**config.mk**
```make
export PLATFORM = sky130hd
export DESIGN_NAME = fetch_stage
export DESIGN_NICKNAME = d
export VERILOG_FILES = /design/src/rtl/fetch_stage_pkg.sv /design/src/rtl/fetch_hold_buf.sv /design/src/rtl/fetch_stage.sv
export SDC_FILE = /design/constraint.sdc
export NUM_CORES = 1
export LEC_CHECK = 0
export CAP_MARGIN = 20
export CORE_ASPECT_RATIO = 0.5
export CORE_MARGIN = 1.5
export CORE_UTILIZATION = 40
export DETAILED_ROUTE_END_ITERATION = 12
export GPL_TIMING_DRIVEN = 0
export PLACE_DENSITY = 0.67
export SLEW_MARGIN = 0
export SYNTH_ARGS = -nofsm -noshare
export SYNTH_HDL_FRONTEND = slang
export SYNTH_SLANG_ARGS = --single-unit
```
**constraint.sdc**
```tcl
create_clock -name clk -period 6.6 [get_ports clk]
set_input_delay 0.66 -clock clk [delete_from_list [all_inputs] [get_ports clk]]
set_output_delay 0.66 -clock clk [all_outputs]
set_load 0.05 [all_outputs]
```
**src/rtl/fetch_stage_pkg.sv**
```systemverilog
// Shared types for the rv32i IF stage: fetch FSM states, IF/ID payload, opcode encodings.
package fetch_stage_pkg;

  localparam int unsigned XLEN = 32;
  localparam int unsigned OPCODE_W = 7;

  localparam logic [XLEN-1:0] RESET_PC_C  = 32'h0000_0060;
  localparam logic [XLEN-1:0] NOP_INSTR_C = 32'h0000_0013;

  typedef enum logic [1:0] {
    S_IDLE,
    S_REQ,
    S_WAIT,
    S_DISCARD
  } fetch_state_t;

  typedef enum logic [OPCODE_W-1:0] {
    OP_LUI    = 7'b0110111,
    OP_AUIPC  = 7'b0010111,
    OP_JAL    = 7'b1101111,
    OP_JALR   = 7'b1100111,
    OP_BR     = 7'b1100011,
    OP_LOAD   = 7'b0000011,
    OP_STORE  = 7'b0100011,
    OP_IMM    = 7'b0010011,
    OP_REG    = 7'b0110011,
    OP_CSR    = 7'b1110011
  } rv32i_opcode_t;

  // IF/ID payload: fetch address and raw instruction word
  typedef struct packed {
    logic [XLEN-1:0] pc;
    logic [XLEN-1:0] instr;
  } fetch_pkt_t;

endpackage

```
**src/rtl/fetch_hold_buf.sv**
```systemverilog
// One-entry {pc, instr} buffer that parks a fetched instruction while decode is stalled.
module fetch_hold_buf
  import fetch_stage_pkg::*;
(
  input  logic            clk,
  input  logic            rst,
  input  logic            i_load,
  input  logic            i_clear,
  input  logic [XLEN-1:0] i_pc,
  input  logic [XLEN-1:0] i_instr,
  output logic            o_full,
  output logic [XLEN-1:0] o_pc,
  output logic [XLEN-1:0] o_instr
);

  logic       r_full;
  fetch_pkt_t r_pkt;

  // Clear wins so a redirect always empties the buffer
  always_ff @(posedge clk or posedge rst) begin
    if (rst) begin
      r_full      <= 1'b0;
      r_pkt.pc    <= '0;
      r_pkt.instr <= NOP_INSTR_C;
    end else if (i_clear) begin
      r_full <= 1'b0;
    end else if (i_load) begin
      r_full      <= 1'b1;
      r_pkt.pc    <= i_pc;
      r_pkt.instr <= i_instr;
    end
  end

  assign o_full  = r_full;
  assign o_pc    = r_pkt.pc;
  assign o_instr = r_pkt.instr;

endmodule

```
**src/rtl/fetch_stage.sv**
```systemverilog
// rv32i IF stage: PC ownership, I-mem read/resp handshake, IF/ID register with stall hold and
// redirect flush. Decoded fields are slices of the registered instruction.
module fetch_stage
  import fetch_stage_pkg::*;
#(
  parameter logic [31:0] RESET_PC  = RESET_PC_C,
  parameter logic [31:0] NOP_INSTR = NOP_INSTR_C
) (
  input  logic        clk,
  input  logic        rst,
  output logic        inst_read,
  output logic [31:0] inst_addr,
  input  logic        inst_resp,
  input  logic [31:0] inst_rdata,
  input  logic        stall_id,
  input  logic        redirect_valid,
  input  logic [31:0] redirect_pc,
  output logic        valid_id,
  output logic [31:0] pc_id,
  output logic [31:0] instr_id,
  output logic [6:0]  opcode_id,
  output logic [2:0]  funct3_id,
  output logic [6:0]  funct7_id,
  output logic [4:0]  rs1_id,
  output logic [4:0]  rs2_id,
  output logic [4:0]  rd_id
);

  fetch_state_t    r_state;
  fetch_state_t    w_state_nxt;
  logic [XLEN-1:0] r_pc;
  logic [XLEN-1:0] w_pc_nxt;
  logic [XLEN-1:0] r_stale_addr;
  logic [XLEN-1:0] w_stale_nxt;
  logic [XLEN-1:0] r_inst_addr;
  logic [XLEN-1:0] w_addr_nxt;
  logic            r_inst_read;
  logic            w_read_nxt;

  logic            r_valid_id;
  fetch_pkt_t      r_ifid;
  fetch_pkt_t      w_ifid_pkt;

  logic            w_ifid_load;
  logic            w_ifid_from_hold;
  logic            w_flush;
  logic            w_hold_load;
  logic            w_hold_clear;
  logic            w_hold_full;
  logic [XLEN-1:0] w_hold_pc;
  logic [XLEN-1:0] w_hold_instr;

  logic            w_ifid_free;
  logic [XLEN-1:0] w_pc_inc;
  logic [XLEN-1:0] w_redir_pc;

  assign w_ifid_free = !r_valid_id || !stall_id;
  assign w_pc_inc    = r_pc + XLEN'(4);
  assign w_redir_pc  = redirect_pc & ~XLEN'(3);

  fetch_hold_buf u_hold (
    .clk     (clk),
    .rst     (rst),
    .i_load  (w_hold_load),
    .i_clear (w_hold_clear),
    .i_pc    (r_pc),
    .i_instr (inst_rdata),
    .o_full  (w_hold_full),
    .o_pc    (w_hold_pc),
    .o_instr (w_hold_instr)
  );

  always_ff @(posedge clk or posedge rst) begin
    if (rst) begin
      r_state      <= S_IDLE;
      r_pc         <= RESET_PC;
      r_stale_addr <= RESET_PC;
      r_inst_addr  <= RESET_PC;
      r_inst_read  <= 1'b0;
    end else begin
      r_state      <= w_state_nxt;
      r_pc         <= w_pc_nxt;
      r_stale_addr <= w_stale_nxt;
      r_inst_addr  <= w_addr_nxt;
      r_inst_read  <= w_read_nxt;
    end
  end

  always_comb begin
    w_state_nxt      = r_state;
    w_pc_nxt         = r_pc;
    w_stale_nxt      = r_stale_addr;
    w_ifid_load      = 1'b0;
    w_ifid_from_hold = 1'b0;
    w_flush          = 1'b0;
    w_hold_load      = 1'b0;
    w_hold_clear     = 1'b0;

    case (r_state)
      S_IDLE: w_state_nxt = S_REQ;
      S_REQ: begin
        if (inst_resp) begin
          w_pc_nxt = w_pc_inc;
          if (w_ifid_free) begin
            w_ifid_load = 1'b1;
          end else begin
            w_hold_load = 1'b1;
            w_state_nxt = S_WAIT;
          end
        end
      end
      S_WAIT: begin
        if (!stall_id && w_hold_full) begin
          w_ifid_load      = 1'b1;
          w_ifid_from_hold = 1'b1;
          w_hold_clear     = 1'b1;
          w_state_nxt      = S_REQ;
        end
      end
      S_DISCARD: begin
        if (inst_resp) w_state_nxt = S_REQ;
      end
      default: w_state_nxt = S_IDLE;
    endcase

    // Redirect overrides stall and resp; an open request without resp must still complete at its old address
    if (redirect_valid) begin
      w_pc_nxt         = w_redir_pc;
      w_flush          = 1'b1;
      w_ifid_load      = 1'b0;
      w_ifid_from_hold = 1'b0;
      w_hold_load      = 1'b0;
      w_hold_clear     = 1'b1;
      case (r_state)
        S_REQ: begin
          if (inst_resp) begin
            w_state_nxt = S_REQ;
          end else begin
            w_state_nxt = S_DISCARD;
            w_stale_nxt = r_inst_addr;
          end
        end
        S_DISCARD: w_state_nxt = inst_resp ? S_REQ : S_DISCARD;
        default:   w_state_nxt = S_REQ;
      endcase
    end

    w_read_nxt = (w_state_nxt == S_REQ) || (w_state_nxt == S_DISCARD);
    w_addr_nxt = (w_state_nxt == S_DISCARD) ? w_stale_nxt : w_pc_nxt;
  end

  always_comb begin
    if (w_ifid_from_hold) begin
      w_ifid_pkt.pc    = w_hold_pc;
      w_ifid_pkt.instr = w_hold_instr;
    end else begin
      w_ifid_pkt.pc    = r_pc;
      w_ifid_pkt.instr = inst_rdata;
    end
  end

  // IF/ID register: flush > load > bubble when drained > hold under stall
  always_ff @(posedge clk or posedge rst) begin
    if (rst) begin
      r_valid_id   <= 1'b0;
      r_ifid.pc    <= '0;
      r_ifid.instr <= NOP_INSTR;
    end else if (w_flush) begin
      r_valid_id   <= 1'b0;
      r_ifid.instr <= NOP_INSTR;
    end else if (w_ifid_load) begin
      r_valid_id <= 1'b1;
      r_ifid     <= w_ifid_pkt;
    end else if (!stall_id) begin
      r_valid_id   <= 1'b0;
      r_ifid.instr <= NOP_INSTR;
    end
  end

  assign inst_read = r_inst_read;
  assign inst_addr = r_inst_addr;
  assign valid_id  = r_valid_id;
  assign pc_id     = r_ifid.pc;
  assign instr_id  = r_ifid.instr;
  assign opcode_id = r_ifid.instr[6:0];
  assign rd_id     = r_ifid.instr[11:7];
  assign funct3_id = r_ifid.instr[14:12];
  assign rs1_id    = r_ifid.instr[19:15];
  assign rs2_id    = r_ifid.instr[24:20];
  assign funct7_id = r_ifid.instr[31:25];

endmodule

```
==> results_dict.tcl <==
set metrics [dict create \
    netlist_area_mm2 0.0103 \
    design_area_mm2 0.0134 \
    rsz0062_at_grt "false" \
    cp_slowest_cell "o211ai_2" \
    synth_area_leader_cell "dfrtp_1" \
    final.min_clock_period_ns 3.07 \
    status "completed" \
    core_mm2 0.0252 \
    yosysTopAreaCellShare 0.527 \
    grt_max_degree 43 \
    yosysSeqAreaShare 0.558 \
    fin_worst_skew_ns 0.0277 \
    power_leakage_uw 0.00576 \
    ys_warn_count 0 \
    hold_buffers 0 \
    final_nets 1218 \
    track_usage 0.203 \
    worstSetupPathType "flop to flop" \
    worst_hold_path_type "flop to flop" \
    ir_drop_mv 0.181 \
    end_kind "flop" \
    clk_pin_slew_ns 0.06 \
    cts_setup_buffers 0 \
    fin_ws_ns 3.53 \
    ys_types 49 \
    dieArea_mm2 0.0267 \
    worstPathCellList "inv_1 -> ha_1 -> and3b_1 -> clkbuf_1 -> or4_1 -> o211ai_2 -> clkbuf_1 -> nor2_1 -> a221oi_1" \
    max_cap_violations 0 \
    relSlewSlack 0.365 \
    cts_buffer_depth 3 \
    crit_path_start_kind "flop" \
    finalSetupTns_ns 0 \
    crit_required_ns 6.99 \
    ant_nets 0 \
    grt_pass1_vias 7906 \
    synth_edf_count 0 \
    fin_crit_sh 0.465 \
    ios 199 \
    chipHeight_um 116 \
    setup_viol 0 \
    drive_gt1_frac 0.187 \
    area_delta_synth_final_pct 31.0 \
    antenna_found_initial 0 \
    drcViolationCount 0 \
    hpwl_um 19700 \
    yosys.cell_count.top_type "dfrtp_1" \
    drt-pass1-iter-count 6 \
    drt_iter0_markers 507 \
    slowest_delay_ns 0.56 \
    port_buffers 194 \
    p_per_area_mw_per_mm2 435 \
    synth_fp_nets 995 \
    ys_seq_elements 228 \
    die_w_um 229 \
    post_drt_via_cell_ratio 5.21 \
    wire_per_inst_um 18.0 \
    async_reset_ff_frac 1.00 \
    hold_viol_final 0 \
    wirelength_um 27100 \
    synth_ff_type "dfrtp_1" \
    synth_common_cells "216 x dfrtp_1, 125 x nand2_1, 115 x mux2_2, 56 x o21ai_0, 48 x a21oi_1" \
    cts_tree "built" \
    grt-ovfl-total 0 \
    hold_ws_ns 0.479 \
    cp_common_cell "clkbuf_1" \
    clock-root-buffer "clkbuf_16" \
    avgSynthCellArea_um2 11.1 \
    pre_cts_ws_ns 3.14 \
    ys_top_cells_by_area "dfrtp_1 53%, mux2_2 13%, nand2_1 4.6%" \
    worstMarginPinSlew_ns 0.947 \
    fmax_mhz 326 \
    slew_violations 0 \
    cts_sinks 228 \
    grt_pass1_wl_um 42900 \
    p_total_uw 5850 \
    rows 41 \
    clk_latency_ns 0.53 \
    placed_area_mm2 0.0127 \
    place_congestion 0.864 \
    num_vias 7837 \
    initial_utilization 0.407 \
    ctsResizeCount 0 \
    htreeDepth 1 \
    postSynthCellCount 921 \
    worstPathArrival_ns 3.46 \
    cts_made_buffers 22 \
    antenna_cells 0 \
    crit_fanout 10 \
]
-- per-stage QoR --
| step | cells | util |
|---|---|---|
| after floorplan | 921 | - |
| after global placement | 1459 | 0.502 |
| after detailed placement | 1464 | 0.506 |
| after CTS | 1504 | 0.533 |
| after global routing | 1504 | 0.533 |
| final | 1504 | 0.533 |
-- path summary, 6_finish.rpt --
kind	from	to	slack, ns	cells past startpoint
max	r_state[0]$_DFF_PP0_	inst_addr[28]$_DFF_PP0_	3.53	9
min	pc_id[11]$_DFFE_PP0P_	pc_id[11]$_DFFE_PP0P_	0.48	2
max reg2reg	r_state[0]$_DFF_PP0_	inst_addr[28]$_DFF_PP0_	3.53	9
min reg2reg	pc_id[11]$_DFFE_PP0P_	pc_id[11]$_DFFE_PP0P_	0.48	2
max in group asynchronous	rst	r_pc[6]$_DFF_PP1_	4.40	6
min in group asynchronous	rst	u_hold.o_instr[25]$_DFFE_PP0P_	0.69	2
-- cell type report --
type | instances | area (µm²)
timing repair buffer | 199 | 2040
tap | 344 | 430
sequential | 228 | 5720
fill | 2217 | 11800
inverter | 13 | 52.6
clock buffer | 33 | 622
multi-input combinational | 590 | 4010
buffer | 90 | 478
clock inverter | 7 | 71.3
-- placed cells by master (no fill, tap or decap), types with 6 or more instances in the layout --
| cell type | Yosys | final |
|---|---|---|
| nand2_1 | 125 | 125 |
| dfstp_2 | 12 | 12 |
| inv_1 | 12 | 11 |
| dfrtp_1 | 216 | 216 |
| nor2_1 | 36 | 36 |
| mux2i_1 | 26 | 26 |
| mux2_2 | 115 | 115 |
| clkdlybuf4s50_1 | 0 | 194 |
| buf_4 | 32 | 32 |
| buf_2 | 10 | 10 |
| nor4_1 | 7 | 7 |
| nand3_1 | 38 | 38 |
| a21o_1 | 29 | 29 |
| buf_1 | 7 | 7 |
| xnor2_1 | 9 | 9 |
| clkbuf_16 | 0 | 22 |
| xor2_1 | 10 | 10 |
| clkbuf_1 | 40 | 48 |
| and2_1 | 6 | 6 |
| a221oi_1 | 6 | 6 |
| o21ai_0 | 56 | 56 |
| nand4_1 | 9 | 9 |
| a21oi_1 | 48 | 48 |
| a31oi_1 | 12 | 12 |
| and4_1 | 6 | 6 |
-- critical path: cells and delay by family (launching register included) --
kind	cells	cell delay [ns]
flip-flops	1	0.43
AO/OA/AOI/OAI	2	0.81
AND/OR/NAND/NOR	3	0.71
adder cells (fa/ha/maj)	1	0.25
buffers and inverters	3	0.75
-- sequential cells by signal, indices dropped and copies added, names as in the netlist --
signal,count
r_state,2
u_hold.o_pc,32
instr_id,32
valid_id,1
inst_addr,32
u_hold.o_full,1
r_pc,32
r_stale_addr,32
u_hold.o_instr,32
pc_id,32
-- layer usage --
metal	track usage	up-vias	part of all wire
met5	0.0122	-	0
met4	0.0518	0	0.023
met3	0.0354	40	0.045
met2	0.338	205	0.47
met1	0.276	3966	0.46
li1	-	3626	-
-- where the power goes --
part           switching [µW]  internal, µW  leakage [µW]
sequential                270          1880       0.00286
clock                     548           694      0.000343
combinational            1530           927       0.00255
-- kinds of logic after synthesis --
family | Yosys count | share of synthesized area
AOI/OAI and AO/OA | 167 | 0.0987
muxes | 142 | 0.153
buffers and inverters | 103 | 0.0514
DFF | 228 | 0.558
and+or+nand+nor | 257 | 0.117
adders and majority gates | 5 | 0.00610
xor gates and xnor gates | 19 | 0.0162
Note: power is estimated with default switching activity, not from simulation.
